## config.mk

```make
export PLATFORM = sky130hd
export DESIGN_NAME = mem_arbiter
export DESIGN_NICKNAME = d
export VERILOG_FILES = /design/src/rtl/mem_arbiter.sv
export SDC_FILE = /design/constraint.sdc
export NUM_CORES = 1
export LEC_CHECK = 0
export CORE_AREA = 2 2 134 136
export CTS_CLUSTER_DIAMETER = 200
export CTS_CLUSTER_SIZE = 25
export DETAILED_ROUTE_END_ITERATION = 10
export DIE_AREA = 0 0 136 138
export PLACE_DENSITY = 0.73
export SYNTH_ARGS = -nofsm -noshare
export SYNTH_HDL_FRONTEND = slang
export SYNTH_SLANG_ARGS = --single-unit
```

## constraint.sdc

```tcl
create_clock -name clk -period 4.2 [get_ports clk]
set_input_delay 0.84 -clock clk [delete_from_list [all_inputs] [get_ports clk]]
set_output_delay 0.84 -clock clk [all_outputs]
set_load 0.02 [all_outputs]
```

## src/rtl/mem_arbiter.sv

```systemverilog
// mem_arbiter: shares one memory request port between the reprogram writer
// (rpg), the DMA engine (dma) and the CPU (cpu). rpg has top priority, capped
// at RPG_BURST consecutive grants while cpu/dma wait; cpu and dma alternate.
// One transaction is in flight at a time and every output is registered.
//
// Optional feature: define ARB_TIMEOUT_EN to abort a BUSY transaction after
// TIMEOUT cycles without m_ok (ok pulsed, rdata = 32'hDEADBEEF, sticky err).
//
// state | meaning
// IDLE  | waiting for any request; picks the winner and latches its command
// BUSY  | command presented on m_*; waiting for m_ok (or the watchdog)
// DONE  | winner's ok high for this single cycle; no new grant here
module mem_arbiter #(
  parameter int RPG_BURST = 8,
  parameter int TIMEOUT   = 255
) (
  input  logic        clk,
  input  logic        rstn,
  input  logic [31:0] rpg_addr,
  input  logic [31:0] dma_addr,
  input  logic [31:0] cpu_addr,
  input  logic [31:0] rpg_wdata,
  input  logic [31:0] dma_wdata,
  input  logic [31:0] cpu_wdata,
  input  logic [1:0]  rpg_width,
  input  logic [1:0]  dma_width,
  input  logic [1:0]  cpu_width,
  input  logic        rpg_read,
  input  logic        dma_read,
  input  logic        cpu_read,
  input  logic        rpg_write,
  input  logic        dma_write,
  input  logic        cpu_write,
  output logic        rpg_ok,
  output logic        dma_ok,
  output logic        cpu_ok,
  output logic [31:0] rdata,
  output logic [31:0] m_addr,
  output logic [31:0] m_wdata,
  output logic [1:0]  m_width,
  output logic        m_read,
  output logic        m_write,
  input  logic        m_ok,
  input  logic [31:0] m_rdata,
  output logic        err
);

  typedef enum logic [1:0] {IDLE = 2'd0, BUSY = 2'd1, DONE = 2'd2} state_t;

  localparam logic [7:0] BURST_MAX = 8'(RPG_BURST);

  state_t      state_q;
  logic [31:0] m_addr_q, m_wdata_q, rdata_q;
  logic [1:0]  m_width_q;
  logic        m_read_q, m_write_q;
  logic [2:0]  ok_q;      // {cpu, dma, rpg}
  logic [2:0]  owner_q;   // one-hot winner of the transaction in flight
  logic        rr_dma_q;  // 0: cpu is preferred next, 1: dma is preferred next
  logic [7:0]  burst_q, burst_d;

  logic        req_rpg, req_dma, req_cpu, shared_req;
  logic        grant_rpg, grant_dma, grant_cpu;
  logic [31:0] sel_addr_d, sel_wdata_d;
  logic [1:0]  sel_width_d;
  logic        sel_read_d, sel_write_d;

`ifdef ARB_TIMEOUT_EN
  localparam logic [15:0] TMO_LAST = 16'(TIMEOUT - 1);
  logic [15:0] tmo_q;     // completed BUSY cycles of the current transaction
  logic        err_q;
`endif

  // Winner selection, command mux and next burst count for an IDLE grant
  always_comb begin
    req_rpg    = rpg_read | rpg_write;
    req_dma    = dma_read | dma_write;
    req_cpu    = cpu_read | cpu_write;
    shared_req = req_cpu | req_dma;

    grant_rpg = req_rpg && !(burst_q == BURST_MAX && shared_req);
    grant_cpu = !grant_rpg && req_cpu && (!rr_dma_q || !req_dma);
    grant_dma = !grant_rpg && !grant_cpu && req_dma;

    sel_addr_d  = rpg_addr;
    sel_wdata_d = rpg_wdata;
    sel_width_d = rpg_width;
    sel_read_d  = rpg_read;
    sel_write_d = rpg_write;
    if (grant_dma) begin
      sel_addr_d  = dma_addr;
      sel_wdata_d = dma_wdata;
      sel_width_d = dma_width;
      sel_read_d  = dma_read;
      sel_write_d = dma_write;
    end else if (grant_cpu) begin
      sel_addr_d  = cpu_addr;
      sel_wdata_d = cpu_wdata;
      sel_width_d = cpu_width;
      sel_read_d  = cpu_read;
      sel_write_d = cpu_write;
    end

    // Only rpg grants made while others wait count towards the burst cap
    burst_d = burst_q;
    if (grant_rpg) begin
      if (!shared_req)
        burst_d = 8'd0;
      else if (burst_q != BURST_MAX)
        burst_d = burst_q + 8'd1;
    end else if (grant_cpu || grant_dma) begin
      burst_d = 8'd0;
    end
  end

  // Arbitration FSM with registered memory command, ok pulses and read data
  always_ff @(posedge clk or negedge rstn) begin
    if (!rstn) begin
      state_q   <= IDLE;
      m_addr_q  <= '0;
      m_wdata_q <= '0;
      m_width_q <= '0;
      m_read_q  <= 1'b0;
      m_write_q <= 1'b0;
      rdata_q   <= '0;
      ok_q      <= '0;
      owner_q   <= '0;
      rr_dma_q  <= 1'b0;
      burst_q   <= '0;
`ifdef ARB_TIMEOUT_EN
      tmo_q     <= '0;
      err_q     <= 1'b0;
`endif
    end else begin
      case (state_q)
        IDLE: begin
          if (req_rpg || shared_req) begin
            m_addr_q  <= sel_addr_d;
            m_wdata_q <= sel_wdata_d;
            m_width_q <= sel_width_d;
            m_write_q <= sel_write_d;
            m_read_q  <= sel_read_d & ~sel_write_d;  // read+write means write
            owner_q   <= {grant_cpu, grant_dma, grant_rpg};
            burst_q   <= burst_d;
            if (grant_cpu)
              rr_dma_q <= 1'b1;
            else if (grant_dma)
              rr_dma_q <= 1'b0;
`ifdef ARB_TIMEOUT_EN
            tmo_q     <= '0;
`endif
            state_q   <= BUSY;
          end
        end
        BUSY: begin
          if (m_ok) begin
            rdata_q   <= m_rdata;
            ok_q      <= owner_q;
            m_read_q  <= 1'b0;
            m_write_q <= 1'b0;
            state_q   <= DONE;
`ifdef ARB_TIMEOUT_EN
          end else if (tmo_q == TMO_LAST) begin
            rdata_q   <= 32'hDEAD_BEEF;
            ok_q      <= owner_q;
            m_read_q  <= 1'b0;
            m_write_q <= 1'b0;
            err_q     <= 1'b1;
            state_q   <= DONE;
          end else begin
            tmo_q <= tmo_q + 16'd1;
`endif
          end
        end
        DONE: begin
          ok_q    <= '0;
          state_q <= IDLE;
        end
        default: state_q <= IDLE;
      endcase
    end
  end

  assign m_addr  = m_addr_q;
  assign m_wdata = m_wdata_q;
  assign m_width = m_width_q;
  assign m_read  = m_read_q;
  assign m_write = m_write_q;
  assign rdata   = rdata_q;
  assign rpg_ok  = ok_q[0];
  assign dma_ok  = ok_q[1];
  assign cpu_ok  = ok_q[2];
`ifdef ARB_TIMEOUT_EN
  assign err = err_q;
`else
  assign err = 1'b0;
`endif

endmodule
```

==> results of run 1 <==
==> stage by stage <==
step | area [um2] | utilization (%) | setup WS [ns] | hold WS, ns
2_1_floorplan | 5890 | - | 1.99 | 0.446
3_3_place_gp | 9520 | 54.3 | 0.828 | 0.456
3_5_place_dp | 9520 | 54.3 | 0.748 | 0.462
4_1_cts | 10100 | 57.8 | 1.19 | 0.476
5_1_grt | 10100 | 57.8 | 0.989 | 0.497
6_report | 10100 | 57.8 | 1.17 | 0.469
==> cells in the mapped netlist, types with 3 or more instances <==
master    instances  share of area [%]
a21oi_1           6               0.51
a22o_1            7                1.0
and3_1            3               0.32
buf_2            19                1.6
buf_4             5               0.64
buf_6             3               0.57
clkbuf_1          9               0.57
dfrtp_1         117                 50
inv_1            70                4.5
mux2i_1          66                 11
nand2_1         179                 11
nand3_1           4               0.34
nor2_1            7               0.45
nor2b_1           4               0.42
o21ai_0          14                1.2
o221ai_1         47                7.0
o221ai_2         20                5.1
==> power breakdown <==
group	total [mW]	switching (mW)	internal, mW
clock	1.53	0.511	1.02
sequential	1.82	0.265	1.55
combinational	2.49	1.26	1.23
total	5.84	2.04	3.80
==> flip-flops by register name, summed over array words and instances, names as in the netlist <==
| name | cells |
|---|---|
| m_wdata | 32 |
| owner_q | 3 |
| m_addr | 32 |
| state_q | 2 |
| ok_q | 3 |
| m_width | 2 |
| burst_q | 8 |
| m_write | 1 |
| m_read | 1 |
| rdata | 32 |
| rr_dma_q | 1 |
==> worst max path at each step <==
stage,to,cells after the start,slack [ns]
6_report,m_wdata[18]$_DFFE_PN0P_,7,1.17
5_1_grt,m_wdata[25]$_DFFE_PN0P_,7,0.99
4_1_cts,m_wdata[18]$_DFFE_PN0P_,7,1.19
3_5_place_dp,m_wdata[18]$_DFFE_PN0P_,7,0.75
3_3_place_gp,m_wdata[16]$_DFFE_PN0P_,7,0.83
2_1_floorplan,m_addr[22]$_DFFE_PN0P_,7,1.99
==> per-layer routing <==
| layer | vias up | share of wire (%) | track usage [%] |
|---|---|---|---|
| met5 | - | 0.061 | 0 |
| met4 | 2 | 4.0 | 10.9 |
| met3 | 49 | 9.7 | 7.92 |
| met2 | 249 | 46 | 35.8 |
| met1 | 2684 | 40 | 27.1 |
| li1 | 2733 | - | - |
==> critical path, stage by stage <==
cell,delay (ns)
clkdlybuf4s50_1,0.45
or2_2,0.31
a21oi_1,0.39
nand2_4,0.47
buf_4,0.43
mux2i_1,0.20
o221ai_1,0.13
==> area by class of cell <==
cell class	count	area share, %
clock inverters	10	1.51
flip-flops and latches	117	28.9
diodes	3	0.0740
well taps	229	2.83
multi-input cells	379	24.9
repair buffers	350	34.7
inverters	70	2.59
clock buffers	22	4.58
==> cell usage in the layout (no fill, tap or decap), types with 2 or more instances in the layout <==
master | netlist | final
clkbuf_8 | 0 | 2
clkbuf_1 | 9 | 3
and3_1 | 3 | 3
nor2b_1 | 4 | 4
nor2_1 | 7 | 7
dfrtp_1 | 117 | 117
a21oi_1 | 6 | 6
nand2_1 | 179 | 178
buf_4 | 5 | 7
inv_1 | 70 | 70
a22o_1 | 7 | 7
clkdlybuf4s50_1 | 0 | 340
o21ai_0 | 14 | 14
o221ai_2 | 20 | 20
mux2i_1 | 66 | 66
diode_2 | 0 | 3
ha_1 | 2 | 2
clkbuf_16 | 0 | 17
clkinv_2 | 0 | 5
bufinv_16 | 0 | 4
o221ai_1 | 47 | 46
or2_2 | 2 | 3
nand3_1 | 4 | 4
buf_12 | 0 | 3
==> cell families (layout without fill, tap and decap cells) <==
family,Yosys count,count (layout),share of synthesized area (%)
and+or+nand+nor,206,206,14.3
adders and majority gates,2,2,0.425
xor gates and xnor gates,1,1,0.149
muxes,66,66,11.2
AOI/OAI and AO/OA,103,103,16.0
other,1,4,0.0637
buffers and inverters,109,452,8.07
DFF,117,117,49.7
==> impl_results.md, run 1 <==
* Hold Crit Start: rdata[25]$_DFFE_PN0P_
* Critical Path AT at 3.29 ns
* Vias at 5,717
* Gp weighted congestion at 0.836
* Worst setup path start: dma_write
* Clock latency at the later pin of the worst-skew pair at between 0.4 and 0.5 ns
* R2r endpoint: m_addr[3]$_DFFE_PN0P_
* Die W at about 140 um
* TNS Setup at 0 ns
* Synth cell types at 38
* Hold crit path type: register to register
* Post-route ant nets at 0
* Iteration-0 DRC Markers at 244
* Total CTS buffers at 17
* VDD IR max at 0.323 mV
* Global Route Usage Sum at 22.5%
* Routed length per instance at between 15 and 20 um
* Synth Flop Type: dfrtp_1
* Post-Route WL at 21,200 um
* Die height at 138 um
* Final cell count without fillers at 1,180
* Crit Path Max Fanout at 41
* Root Driver: clkbuf_16
* Achievable Freq at 0.330 GHz
* Final hold violation count at 0
* Yosys reg bits at 117
* Tmin final at between 3 and 4 ns
* Post-synthesis sequential area ratio at 49.7%
* Reg2Reg Depth at 5
* Fin crit share at 72.1%
* Row cnt at 49
* Largest net degree at the start of global routing at between 60 and 70
* Gr ovfl total at 0
* Max H-tree Level at 4
* Vias per cell at 4.84
* Yosys warnings at 0
* Number of fill cells in the layout at approximately 1,500
* Avg Cell Area, Syn at between 9 and 10 um2
* Crit Reg-Reg Startpoint: burst_q[6]$_DFFE_PN0P_
* Worst Hold Depth at 2
* CTS sink cnt at 117
* Multi-input gate area at 2520 um2
* Worst Tran Pin Value at 1.04 ns
* Syn-to-layout area delta at 72.2%
* Asr flop ratio synth at 100%
* Global-route wire length before repair at roughly 33,000 um
* Resize count post-CTS at 0
* Overall power at just under 6 mW
* Setup Skew at about 0.0088 ns
* Crit. End Element: register
* Hold EP: rdata[25]$_DFFE_PN0P_
* Post-synth EDFFs at 0
* IO Count at 343
* Die Area at between 15,000 and 20,000 um2
* Status: complete, no violations
* Total core area at approximately 18,000 um2
* DRC viols at 0
* Postcts setup bufs at 0
* Synthesized area at between 5000 and 6000 um2
* Nets at 1,176
* RSZ-0062 raised after global routing: false
* Hold_buf cts at 0
* WP data required at approximately 4.5 ns
* Slew Limit Headroom at between 30% and 40%
* Layout cells sized above 1 at 7.17%
* CTS tree: yes
* Final setup fails at 0
* Cell count after synthesis at 605
* Number of global-route vias before repair at 5,950
* Max-cap violations at 0
* Drt pass-1 iters at 4
* Startpoint types: primary input
* Critical path class: primary input to register
* P_leak at between 4 and 5 nW
* Cells after DPL at 1,145
* Power Density at 576 nW/um2
* Starting density of the core at 33.6%
* Post-DP HPWL at 15,500 um
* Syn_nets at 846
* Initial antenna violation count at 4
* Clock buffer depth at 2
* Reg area at 2930 um2
* FF-to-FF setup slack at 1.72 ns
* Port Buffers at 341
* Slew Limit Fails at 0
* Clk slew on worst S/H paths at 0.05 ns
Note: power is estimated with default switching activity, not from simulation.
==> run 2, diff against run 1 <==
- CORE_AREA: 2 2 134 136 -> 2 2 132 134
- DIE_AREA: 0 0 136 138 -> 0 0 134 136
- PLACE_DENSITY: 0.73 -> 0.75
- clock period: 4.2 -> 3 ns (I/O delays scaled with it)
==> run 2 against run 1 <==
  * Clock skew is 0.0044 ns higher
  * Critical path depth stayed put
  * Sequential power is 40% higher
  * Clock-buffer cell count stayed put
  * Largest cell class unchanged
  * Largest power group unchanged
==> impl_results.md, run 2 (synthesized netlist as in run 1, its figures left out) <==
* Gp weighted congestion at 0.784 (-6.3%)
* Cells after DPL at 1,146 (+0.087%)
* Postcts setup bufs at 0 (unchanged)
* Post-Route WL at 21,000 um (-0.89%)
* Achievable Freq at 0.420 GHz
* Clock power share at 25.8% (-0.4 points)
* Port Buffers at 341 (unchanged)
* Bufs and invs on worst path at 2 (unchanged)
* Nets at 1,181 (+0.43%)
* Die Area at 18,200 um2 (-2.9%)
* Final cell count without fillers at 1,178 (-0.17%)
* RSZ-0062 raised after global routing: false
* Hold crit path type: primary input to async pin
* R2r endpoint: m_wdata[16]$_DFFE_PN0P_
* FF-to-FF setup slack at 0.80 ns (-0.92 ns)
* DRC viols at 0 (unchanged)
* Crit Reg-Reg Startpoint: burst_q[6]$_DFFE_PN0P_
* Final setup fails at 0 (unchanged)
* Tmin final at about 2.4 ns
* Slew Limit Fails at 0 (unchanged)
* Number of fill cells in the layout at 1,406 (-7.4%)
* Levels on crit path at 7 (unchanged)
* Die height at 136 um (-1.4%)
* Comb power frac at 43.0% (+0.4 points)
* Vias at 5,702 (-0.26%)
* Worst Tran Pin Value at 0.606 ns (-0.437 ns)
* Crit. End Element: register
* Commonest non-fill, non-tap cell in the layout: clkdlybuf4s50_1
* Worst path cell trace: clkdlybuf4s50_1 -> or2_2 -> a21oi_1 -> nand2_4 -> buf_12 -> mux2i_1 -> o221ai_1
* Initial antenna violation count at 1 (-3)
* IO Count at 343 (unchanged)
* Starting density of the core at 34.9% (+1.3 points)
* Reg2Reg Depth at 5 (unchanged)
* Max H-tree Level at 4 (unchanged)
* Largest net degree at the start of global routing at 69 (unchanged)
* Worst setup path end: m_wdata[12]$_DFFE_PN0P_
* Critical Path AT at 2.64 ns (-0.65 ns)
* Multi-input gate area at 2520 um2 (unchanged)
* Worst setup path start: dma_write
* Syn-to-layout area delta at 72.4%
* Slowest stage delay, CP at 0.45 ns (-0.02 ns)
* Post-DP HPWL at 15,100 um (-2.3%)
* Row cnt at 48 (-2.0%)
* Final hold violation count at 0 (unchanged)
* Dpl cell area at 9550 um2 (+0.34%)
* Global-route wire length before repair at 31,900 um (-2.3%)
* Die W at 134 um (-1.5%)
* Max-cap violations at 0 (unchanged)
* Most frequent cells in the layout: clkdlybuf4s50_1 (340), nand2_1 (178), dfrtp_1 (117)
* Vias per cell at 4.84 (about the same)
* Power Density at 801 nW/um2 (+39%)
* Critical path class: primary input to register
* Status: complete, no violations
* TNS Setup at 0 ns (unchanged)
* Clock buffer depth at 2 (unchanged)
* CTS tree: yes
* Clk slew on worst S/H paths at 0.05 ns (about the same)
* Drt pass-1 iters at 4 (unchanged)
* Fin crit share at roughly 79%
* Gr ovfl total at 0 (unchanged)
* Routed length per instance at 17.8 um (-0.72%)
* Family with the most delay on the worst path: buffers and inverters
* Crit Path Max Fanout at 68 (+66%)
* Global Route Usage Sum at 22.8% (+0.25 points)
* Overall power at 8.13 mW (+39%)
* Switching power at 2.87 mW (+41%)
* Finished layout cell area at 10,200 um2 (+0.11%)
* VDD IR max at 0.445 mV (+38%)
* Hold_buf cts at 0 (unchanged)
* Root Driver: clkbuf_16
* Setup Skew at 0.0133 ns (+0.00444 ns)
* Resize count post-CTS at 0 (unchanged)
* Post-route ant nets at 0 (unchanged)
* Reg area at 2930 um2 (unchanged)
* Layout cells sized above 1 at 7.67% (+0.50 points)
* Reg power frac at 31.2% (about the same)
* Final hold slack at 0.136 ns (-0.333 ns)
* Slew Limit Headroom at 59.6% (+29 points)
* P_leak at 4.88 nW (+0.33%)
* WP data required at 3.26 ns (-1.20 ns)
* Number of global-route vias before repair at 5,822 (-2.2%)
* Switching share of power at 35.3% (+0.41 points)
* Clock latency at the later pin of the worst-skew pair at 0.42 ns (about the same)
* Critical Path Slowest Stage Cell: clkdlybuf4s50_1
* Total core area at 16,900 um2 (-3.8%)
* CTS sink cnt at 117 (unchanged)
* Startpoint types: primary input
* Total CTS buffers at 17 (unchanged)
* Pint at 5.26 mW (+38%)
* Iteration-0 DRC Markers at 259 (+6.1%)
-- run 2: worst min-delay path by stage --
stage | cells after the start | endpoint | slack [ns]
finish | 1 | m_addr[29]$_DFFE_PN0P_ | 0.14
global route | 1 | m_addr[29]$_DFFE_PN0P_ | 0.16
CTS | 1 | rdata[12]$_DFFE_PN0P_ | 0.14
detailed placement | 2 | rdata[13]$_DFFE_PN0P_ | 0.46
global placement | 2 | rdata[24]$_DFFE_PN0P_ | 0.46
floorplan | 0 | burst_q[0]$_DFFE_PN0P_ | 0.30
-- run 2: area by class of cell --
cell class | instances | area share (%)
Sequential cell | 117 | 28.8
Antenna cell | 1 | 0.0247
Multi-Input combinational cell | 379 | 24.8
Timing Repair Buffer | 355 | 35.0
Clock inverter | 9 | 1.24
Inverter | 70 | 2.59
Clock buffer | 22 | 4.67
Tap cell | 225 | 2.77
-- run 2: stage by stage --
step / util (%) / worst slack (ns)
after floorplan: - / 1.03
after global placement: 56.6 / 0.360
after detailed placement: 56.6 / 0.269
after CTS: 60.1 / 0.703
after global routing: 60.1 / 0.592
final: 60.1 / 0.621
-- run 2: per-layer routing --
metal	wire, um	share of wire, %	GRT usage, %	vias to the layer above
met3	1720	8.2	7.23	36
met4	532	2.5	9.46	0
li1	-	-	-	2734
met2	9840	47	36.3	250
met1	8890	42	28.6	2682
met5	0	0	0	-
-- run 2: power groups by stage --
stage	Combinational (mW)	Sequential, mW	Clock, mW
2_1_floorplan	1.02	3.20	0
3_3_place_gp	3.46	2.53	0
3_5_place_dp	3.51	2.54	0
4_1_cts	3.53	2.53	2.13
5_1_grt	3.75	2.61	2.22
6_report	3.50	2.54	2.10
==> run 3, diff against run 2 <==
- clock period: 3 -> 2.5 ns (I/O delays scaled with it)
==> run 3 against run 2 <==
  * Register-to-register slack worse by 0.27 ns
  * Clock-buffer cell count stayed put
  * Sequential share of layout area is 0.35 points lower
  * Core utilization is 0.75 points higher
  * Worst hold slack worse by 0.073 ns
  * Largest cell class unchanged
  * Non-clock buffer count is 2 higher
  * Clock skew is 0.0017 ns lower
==> impl_results.md, run 3 (synthesized netlist as in run 1, its figures left out) <==
* Max H-tree Level at 4 (unchanged)
* Slew Limit Fails at 0 (unchanged)
* Final cell count without fillers at 1,180 (+0.17%)
* Total core area at 16,900 um2 (unchanged)
* Nets at 1,183 (+0.17%)
* Core Util, Final at 60.9% (+0.75 points)
* P_leak at 4.93 nW (+1.0%)
* Worst Tran Pin Value at 0.538 ns (-0.0676 ns)
* DRC viols at 0 (unchanged)
* Status: complete, no violations
* Resize count post-CTS at 0 (unchanged)
* Die Area at 18,200 um2 (unchanged)
* Iteration-0 DRC Markers at 223 (-14%)
* Row cnt at 48 (unchanged)
* Critical Path Slowest Stage Cell: clkdlybuf4s50_1
* Postcts setup bufs at 0 (unchanged)
* Critical Path AT at 2.35 ns (-0.29 ns)
* Most frequent cells in the layout: clkdlybuf4s50_1 (340), nand2_1 (178), dfrtp_1 (117)
* Starting density of the core at 34.9% (unchanged)
* Slowest stage delay, CP at 0.45 ns (about the same)
* Achievable Freq at about 0.5 GHz
* TNS Setup at 0 ns (unchanged)
* Largest net degree at the start of global routing at 50 (-28%)
* Worst setup path start: dma_write
* Hold_buf cts at 0 (unchanged)
* Critical path class: primary input to register
* Global Route Usage Sum at 22.6% (-0.12 points)
* Reg2Reg Depth at 6 (+1)
* Tmin final at 2.04 ns
* Drt pass-1 iters at 6 (+2)
* RSZ-0062 raised after global routing: false
* Post-route ant nets at 0 (unchanged)
* Initial antenna violation count at 1 (unchanged)
* Gr ovfl total at 0 (unchanged)
* Startpoint types: primary input
* Worst path cell trace: clkdlybuf4s50_1 -> or2_2 -> a21oi_1 -> buf_4 -> o221ai_4 -> buf_12 -> o221ai_1
* Final hold violation count at 0 (unchanged)
* WP data required at 2.81 ns (-0.45 ns)
* VDD IR max at 0.513 mV (+15%)
* Commonest non-fill, non-tap cell in the layout: clkdlybuf4s50_1
* Crit. End Element: register
* Pre-CTS WS at 0.0333 ns (-0.236 ns)
* Layout cells sized above 1 at 7.86% (+0.19 points)
* Fin crit share at 81.5%
* Crit Path Max Fanout at 44 (-35%)
* Clock buffer depth at 2 (unchanged)
* Cells after DPL at 1,148 (+0.17%)
* Max-cap violations at 0 (unchanged)
* Hold crit path type: primary input to async pin
* Crit Reg-Reg Startpoint: burst_q[6]$_DFFE_PN0P_
* Routed length per instance at 17.5 um (-1.7%)
* Gp weighted congestion at 0.802 (+2.3%)
* Post-Route WL at 20,700 um (-1.6%)
* CTS sink cnt at 117 (unchanged)
* FF-to-FF setup slack at 0.53 ns (-0.27 ns)
* Power Density at 962 nW/um2 (+20%)
* Die W at 134 um (unchanged)
* Setup Skew at 0.0116 ns (-0.00167 ns)
* Global-route wire length before repair at 31,700 um (-0.71%)
* Clock latency at the later pin of the worst-skew pair at 0.41 ns (about the same)
* Number of fill cells in the layout at 1,401 (-0.36%)
* IO Count at 343 (unchanged)
* Post-DP HPWL at 15,500 um (+2.4%)
* Final setup fails at 0 (unchanged)
* Slew Limit Headroom at 64.1% (+4.5 points)
* Clk slew on worst S/H paths at 0.05 ns (about the same)
* R2r endpoint: m_wdata[23]$_DFFE_PN0P_
* Syn-to-layout area delta at 74.5%
* Total CTS buffers at 17 (unchanged)
* Vias at 5,735 (+0.58%)
* Worst setup path end: m_wdata[23]$_DFFE_PN0P_
* Number of global-route vias before repair at 5,880 (+1.0%)
* Vias per cell at 4.86 (+0.41%)
* Port Buffers at 341 (unchanged)
* Worst setup margin at 0.464 ns (-0.157 ns)
* CTS tree: yes
* Die height at 136 um (unchanged)
* Root Driver: clkbuf_16
==> run 3: layout make-up <==
class	instances	area (um2)	area share, %
repair buffers	357	3660	35.6
flip-flops and latches	117	2930	28.5
multi-input cells	379	2520	24.5
clock buffers	22	474	4.61
well taps	225	282	2.74
inverters	70	263	2.56
clock inverters	9	150	1.46
diodes	1	2.50	0.0243
==> run 3: per-layer routing <==
metal / track usage, % / wire (um) / vias up
li1: - / - / 2744
met1: 27.4 / 8390 / 2693
met2: 37.4 / 9950 / 260
met3: 7.61 / 1770 / 38
met4: 8.81 / 543 / 0
met5: 0 / 0 / -
==> run 3: critical path, delay by kind of cell <==
family / cells / cell delay (ns)
AO/OA/AOI/OAI: 3 / 0.65
buffers and inverters: 3 / 0.84
AND/OR/NAND/NOR: 1 / 0.32
==> run 3: how the worst min path moves through the flow <==
stage	from	end	slack (ns)	cells past startpoint
global route	rstn	rdata[16]$_DFFE_PN0P_	0.08	1
global placement	rdata[24]$_DFFE_PN0P_	rdata[24]$_DFFE_PN0P_	0.46	2
finish	rstn	rdata[16]$_DFFE_PN0P_	0.06	1
CTS	rstn	rdata[16]$_DFFE_PN0P_	0.07	1
floorplan	rstn	burst_q[0]$_DFFE_PN0P_	0.20	0
detailed placement	rdata[19]$_DFFE_PN0P_	rdata[19]$_DFFE_PN0P_	0.46	2
==> run 3: metrics by stage <==
step | instance area, um2 | total power [mW] | hold slack (ns)
after floorplan | 5890 | 5.07 | 0.204
after global placement | 9650 | 7.26 | 0.456
after detailed placement | 9650 | 7.35 | 0.461
after CTS | 10300 | 9.99 | 0.0689
after global routing | 10300 | 10.4 | 0.0824
final | 10300 | 9.89 | 0.0633
==> run 3: power breakdown <==
part	internal, mW	switching (mW)
clock network	1.74	0.855
logic	2.12	2.13
registers	2.61	0.437
==> variant 1 (config.mk and constraints of run 2) <==
The option `ARB_TIMEOUT_EN` is turned on by a define.
--- a/src/rtl/mem_arbiter.sv
+++ b/src/rtl/mem_arbiter.sv
@@ -12,2 +12,4 @@
 // DONE  | winner's ok high for this single cycle; no new grant here
+`define ARB_TIMEOUT_EN
+
 module mem_arbiter #(
Function: same outputs for any inputs over 4 cycles, from zero or initial values and one cycle with rstn low; that may be too few to reach the edited logic, so the function may still have changed.
==> variant 1 against run 2 <==
Routed wire length increased by 23%; clock power increased by 9%; worst setup slack got worse by 0.22 ns; first-iteration DRC count increased to 2.7 times the old value; sequential cell count increased by 17; clock skew decreased by 0.0042 ns; area after synthesis increased by 15%; cell area increased by 9.9%; critical path depth decreased by 2; power increased by 33%; combinational power increased by 55%; sequential power increased by 21%; largest power group unchanged.
==> variant 1: results (changes against run 2) <==
| Metric | Value |
|---|---|
| Outcome | `completed (unchanged)` |
| Crit-path max FO | `33 (was 68)` |
| Internal | `6.51 mW (was 5.26 mW)` |
| Number of iterations in the first detailed-routing pass | `5 (was 4)` |
| Synth area leader | `dfrtp_1 (unchanged)` |
| Sequential share of the synthesized area | `49.5% (was 49.7%)` |
| Post_cts resized | `0 (unchanged)` |
| Vias in the first global route | `7260 (was 5822)` |
| Yosys Warn Count | `0 (unchanged)` |
| Port Buffers | `342 (was 341)` |
| GRT Total Usage | `27.7% (was 22.8%)` |
| Hold Crit Class | `in -> async (unchanged)` |
| Placed Area | `10500 sq um (was 9550 sq um)` |
| Root buffer cell | `clkbuf_16 (unchanged)` |
| Worst Tran Pin Value | `0.974 ns (was 0.606 ns)` |
| First-pass GRT wire length | `39900 um (was 31900 um)` |
| Number of CTS-inserted buffers | `17 (unchanged)` |
| Diodes inserted | `0 (was 1)` |
| Ys async rst share | `100% (unchanged)` |
| Largest cells by area after synthesis | `dfrtp_1 49%, o32ai_1 8.7%, a31oi_1 6.2% (was dfrtp_1 50%, nand2_1 11%, mux2i_1 11%)` |
| Largest net degree at the start of global routing | `110 (was 69)` |
| Leakage | `4.10 nW (was 4.88 nW)` |
| Final #Nets | `1239 (was 1181)` |
| Layout cells sized above 1 | `7.53% (was 7.67%)` |
| CTS H-Tree Depth | `4 (unchanged)` |
| DP HPWL | `17600 um (was 15100 um)` |
| GP Congestion | `0.838 (was 0.784)` |
| Clk slew on worst S/H paths | `0.06 ns` |
| Post-CTS Setup Bufs | `0 (unchanged)` |
| Syn Nets | `923 (was 846)` |
| Avg WL per Cell | `20.9 um (was 17.8 um)` |
| Clk_skew | `0.00909 ns (was 0.0133 ns)` |
| Post-synth cell types | `58 (was 38)` |
| CP startpoint kind | `flop (was input pin)` |
| Initial DRC count | `706 (was 259)` |
| Worst VDD drop | `0.611 mV (was 0.445 mV)` |
| Reg2Reg Launch Point | `burst_q[4] (was burst_q[6])` |
| Clk buf depth | `2 (unchanged)` |
| Vias per inst | `5.92 (was 4.84)` |
| Most frequent cells after synthesis | `134 x dfrtp_1, 82 x o21ai_0, 77 x nand3_1, 67 x a31oi_1, 67 x o32ai_1 (was 179 x nand2_1, 117 x dfrtp_1, 70 x inv_1, 66 x mux2i_1, 47 x o221ai_1)` |
| Antenna violations before repair | `0 (was 1)` |
| Clock latency on the worst-skew pair | `0.41 ns` |
| Fillers | `1380 (was 1406)` |
variant 1: changes by cell type after synthesis, sizes merged, moves of 17 or more:
cell / run 2 / this run
o22a: 0 / 24
mux2i: 66 / 5
o21ai: 15 / 85
nand3: 4 / 77
dfrtp: 117 / 134
o221ai: 67 / 3
a31oi: 1 / 67
clkbuf: 10 / 48
nand2: 179 / 22
inv: 70 / 10
o32ai: 0 / 67
variant 1: area by class of cell:
class | instances | share of cell area (%)
inverter | 10 | 0.336
clock inverter | 14 | 1.78
timing repair buffer | 368 | 33.6
multi-input combinational | 465 | 27.8
tap | 225 | 2.52
sequential | 134 | 30.1
clock buffer | 18 | 3.94
variant 1: kinds of logic after synthesis:
| kind of cell | after synthesis | share of synthesized area [%] |
|---|---|---|
| xor+xnor | 3 | 0.388 |
| flops | 134 | 49.5 |
| mux | 5 | 0.739 |
| simple gates | 159 | 12.8 |
| compound gates | 294 | 30.3 |
| buf+inv | 81 | 5.52 |
| fa+ha+maj | 4 | 0.739 |
variant 1: path summary, 6_finish.rpt:
path	endpoint	slack [ns]	cells past startpoint
max	m_wdata[31]	0.40	5
min	rdata[19]	0.17	1
max reg2reg	m_wdata[31]	0.40	5
min reg2reg	err	0.46	1
max in group asynchronous	m_wdata[13]	1.98	2
min in group clk	err	0.46	1
variant 1: critical path, stage by stage, from the launching register on:
cell	delay, ns
dfrtp_1	0.44
or4_4	0.61
o21ai_4	0.80
buf_4	0.36
nand3_1	0.10
a31oi_1	0.19
variant 1: power by group through the flow:
stage / Combinational [mW] / Sequential [mW] / Clock, mW
floorplan: 2.07 / 3.87 / 0
global placement: 5.37 / 3.06 / 0
detailed placement: 5.44 / 3.09 / 0
CTS: 5.45 / 3.07 / 2.30
global route: 5.80 / 3.18 / 2.38
finish: 5.44 / 3.08 / 2.28
variant 1: stage by stage:
stage               setup slack, ns  std cells  utilization [%]
floorplan                     0.998        680                -
global placement              0.407       1202             62.3
detailed placement            0.339       1202             62.3
CTS                           0.393       1234             66.1
global route                  0.254       1234             66.1
finish                        0.399       1234             66.1
variant 1: layer usage:
| layer | routed length (um) | global-route usage (%) |
|---|---|---|
| met1 | 10600 | 36.2 |
| met3 | 2080 | 6.38 |
| met4 | 858 | 10.7 |
| met5 | 0 | 0 |
| met2 | 12300 | 45.0 |
==> variant 2 (flow settings as in run 2) <==
Without the edit above. Reset style: synchronous (`rstn`), changed in one clocked block.
--- a/src/rtl/mem_arbiter.sv
+++ b/src/rtl/mem_arbiter.sv
@@ -115,3 +115,3 @@
   // Arbitration FSM with registered memory command, ok pulses and read data
-  always_ff @(posedge clk or negedge rstn) begin
+  always_ff @(posedge clk) begin
     if (!rstn) begin
Behaviour: differs if rstn is asserted again (counterexample within 4 cycles, from zero or initial values and one cycle with rstn low); with rstn held inactive, the same outputs for 4 cycles.
==> variant 2 against run 2 <==
Routed wire length grew 36%; sequential cell count is the same; area after synthesis rose by 24%; worst setup slack worse by 0.050 ns; count of clock-buffer cells in the layout down 3; final cell count up 19%; cell area is 13% higher; critical endpoint is now m_wdata[11].
Power is not compared: it rests on default switching activity, and its combinational part moved more than twofold at a synthesized area within 25%.
==> variant 2: results (changes against run 2) <==
| Metric | Value |
|---|---|
| CP peak stage delay | `0.72 ns (was 0.45 ns)` |
| Fillers | `1391 (was 1406)` |
| Post-synth cell types | `48 (was 38)` |
| Final #Nets | `1407 (was 1181)` |
| Worst r2r path cells | `7 (was 5)` |
| Layout cells sized above 1 | `7.04% (was 7.67%)` |
| Clk_skew | `0.00627 ns (was 0.0133 ns)` |
| Worst Tran Pin Value | `0.896 ns (was 0.606 ns)` |
| Crit-path max FO | `29 (was 68)` |
| First-pass GRT wire length | `44100 um (was 31900 um)` |
| Syn Nets | `1130 (was 846)` |
| Number of iterations in the first detailed-routing pass | `5 (was 4)` |
| Most frequent cells after synthesis | `132 x o2bb2ai_1, 117 x dfxtp_1, 103 x a21boi_0, 91 x clkbuf_1, 76 x nand2_1 (was 179 x nand2_1, 117 x dfrtp_1, 70 x inv_1, 66 x mux2i_1, 47 x o221ai_1)` |
| Worst path slowest cell | `a21oi_4 (was clkdlybuf4s50_1)` |
| Synth Flop Type | `dfxtp_1 (was dfrtp_1)` |
| Sequential power share | `33.8%` |
| Initial DRC count | `595 (was 259)` |
| Crit path DAT | `2.77 ns (was 2.64 ns)` |
| DP HPWL | `19200 um (was 15100 um)` |
| GP Congestion | `0.924 (was 0.784)` |
| DRT Wirelength | `28500 um (was 21000 um)` |
| Largest net degree at the start of global routing | `70 (was 69)` |
| GRT Total Usage | `30.4% (was 22.8%)` |
| Largest cells by area after synthesis | `dfxtp_1 32%, o2bb2ai_1 16%, a21boi_0 11% (was dfrtp_1 50%, nand2_1 11%, mux2i_1 11%)` |
| Sequential share of the synthesized area | `32.2% (was 49.7%)` |
| CTS H-Tree Depth | `4 (unchanged)` |
| Hold Crit Class | `reg -> reg (was in -> async)` |
| Crit-path leading delay family | `compound AO/OA/AOI/OAI gates (was buffers and inverters)` |
| Vias per inst | `6.04 (was 4.84)` |
| Ys async rst share | `0% (was 100%)` |
| Vias in the first global route | `8218 (was 5822)` |
| Outcome | `completed (unchanged)` |
| Placed Area | `10900 sq um (was 9550 sq um)` |
## variant 2: changes by cell type after synthesis, sizes merged, moves of 67 or more
cell     delta
o31ai      +67
o2bb2ai   +131
o221ai     -67
dfrtp     -117
nand2     -103
a21boi    +104
dfxtp     +117
inv        -67
clkbuf     +81
a21oi      +67
## variant 2: path summary, 6_finish.rpt
path | from | end | slack, ns
max | burst_q[0] | m_wdata[11] | 0.57
min | owner_q[1] | owner_q[1] | 0.45
max reg2reg | burst_q[0] | m_wdata[11] | 0.57
min reg2reg | owner_q[1] | owner_q[1] | 0.45
## variant 2: layout make-up
class,count,area share (%)
diodes,2,0.0436
inverters,3,0.0982
clock inverters,13,1.10
clock buffers,19,3.86
flip-flops and latches,117,20.4
multi-input cells,652,39.1
repair buffers,375,32.9
well taps,225,2.45
## variant 2: layer usage
metal | wire [um] | vias up | part of all wire (%) | track usage [%]
met2 | 12900 | 448 | 45 | 47.7
met3 | 2410 | 83 | 8.5 | 8.31
met1 | 11800 | 3950 | 41 | 38.5
li1 | - | 4011 | - | -
met5 | 0 | - | 0 | 0
met4 | 1420 | 0 | 5.0 | 15.5
## variant 2: stage by stage
step | setup WS, ns | cells | hold WS (ns) | util (%) | total power [mW]
floorplan | 0.851 | 889 | 0.435 | - | 2.52
global placement | 0.417 | 1372 | 0.445 | 64.6 | 3.29
detailed placement | 0.381 | 1372 | 0.446 | 64.6 | 3.30
CTS | 0.597 | 1404 | 0.459 | 67.9 | 5.26
global route | 0.422 | 1405 | 0.470 | 67.9 | 5.47
finish | 0.570 | 1406 | 0.455 | 68.0 | 5.24
## variant 2: kinds of logic after synthesis
group,synth area share (%)
simple gates,7.19
compound gates,53.1
xor+xnor,0.241
mux,0.138
other cells,0.0515
fa+ha+maj,0.344
buf+inv,6.79
flops,32.2
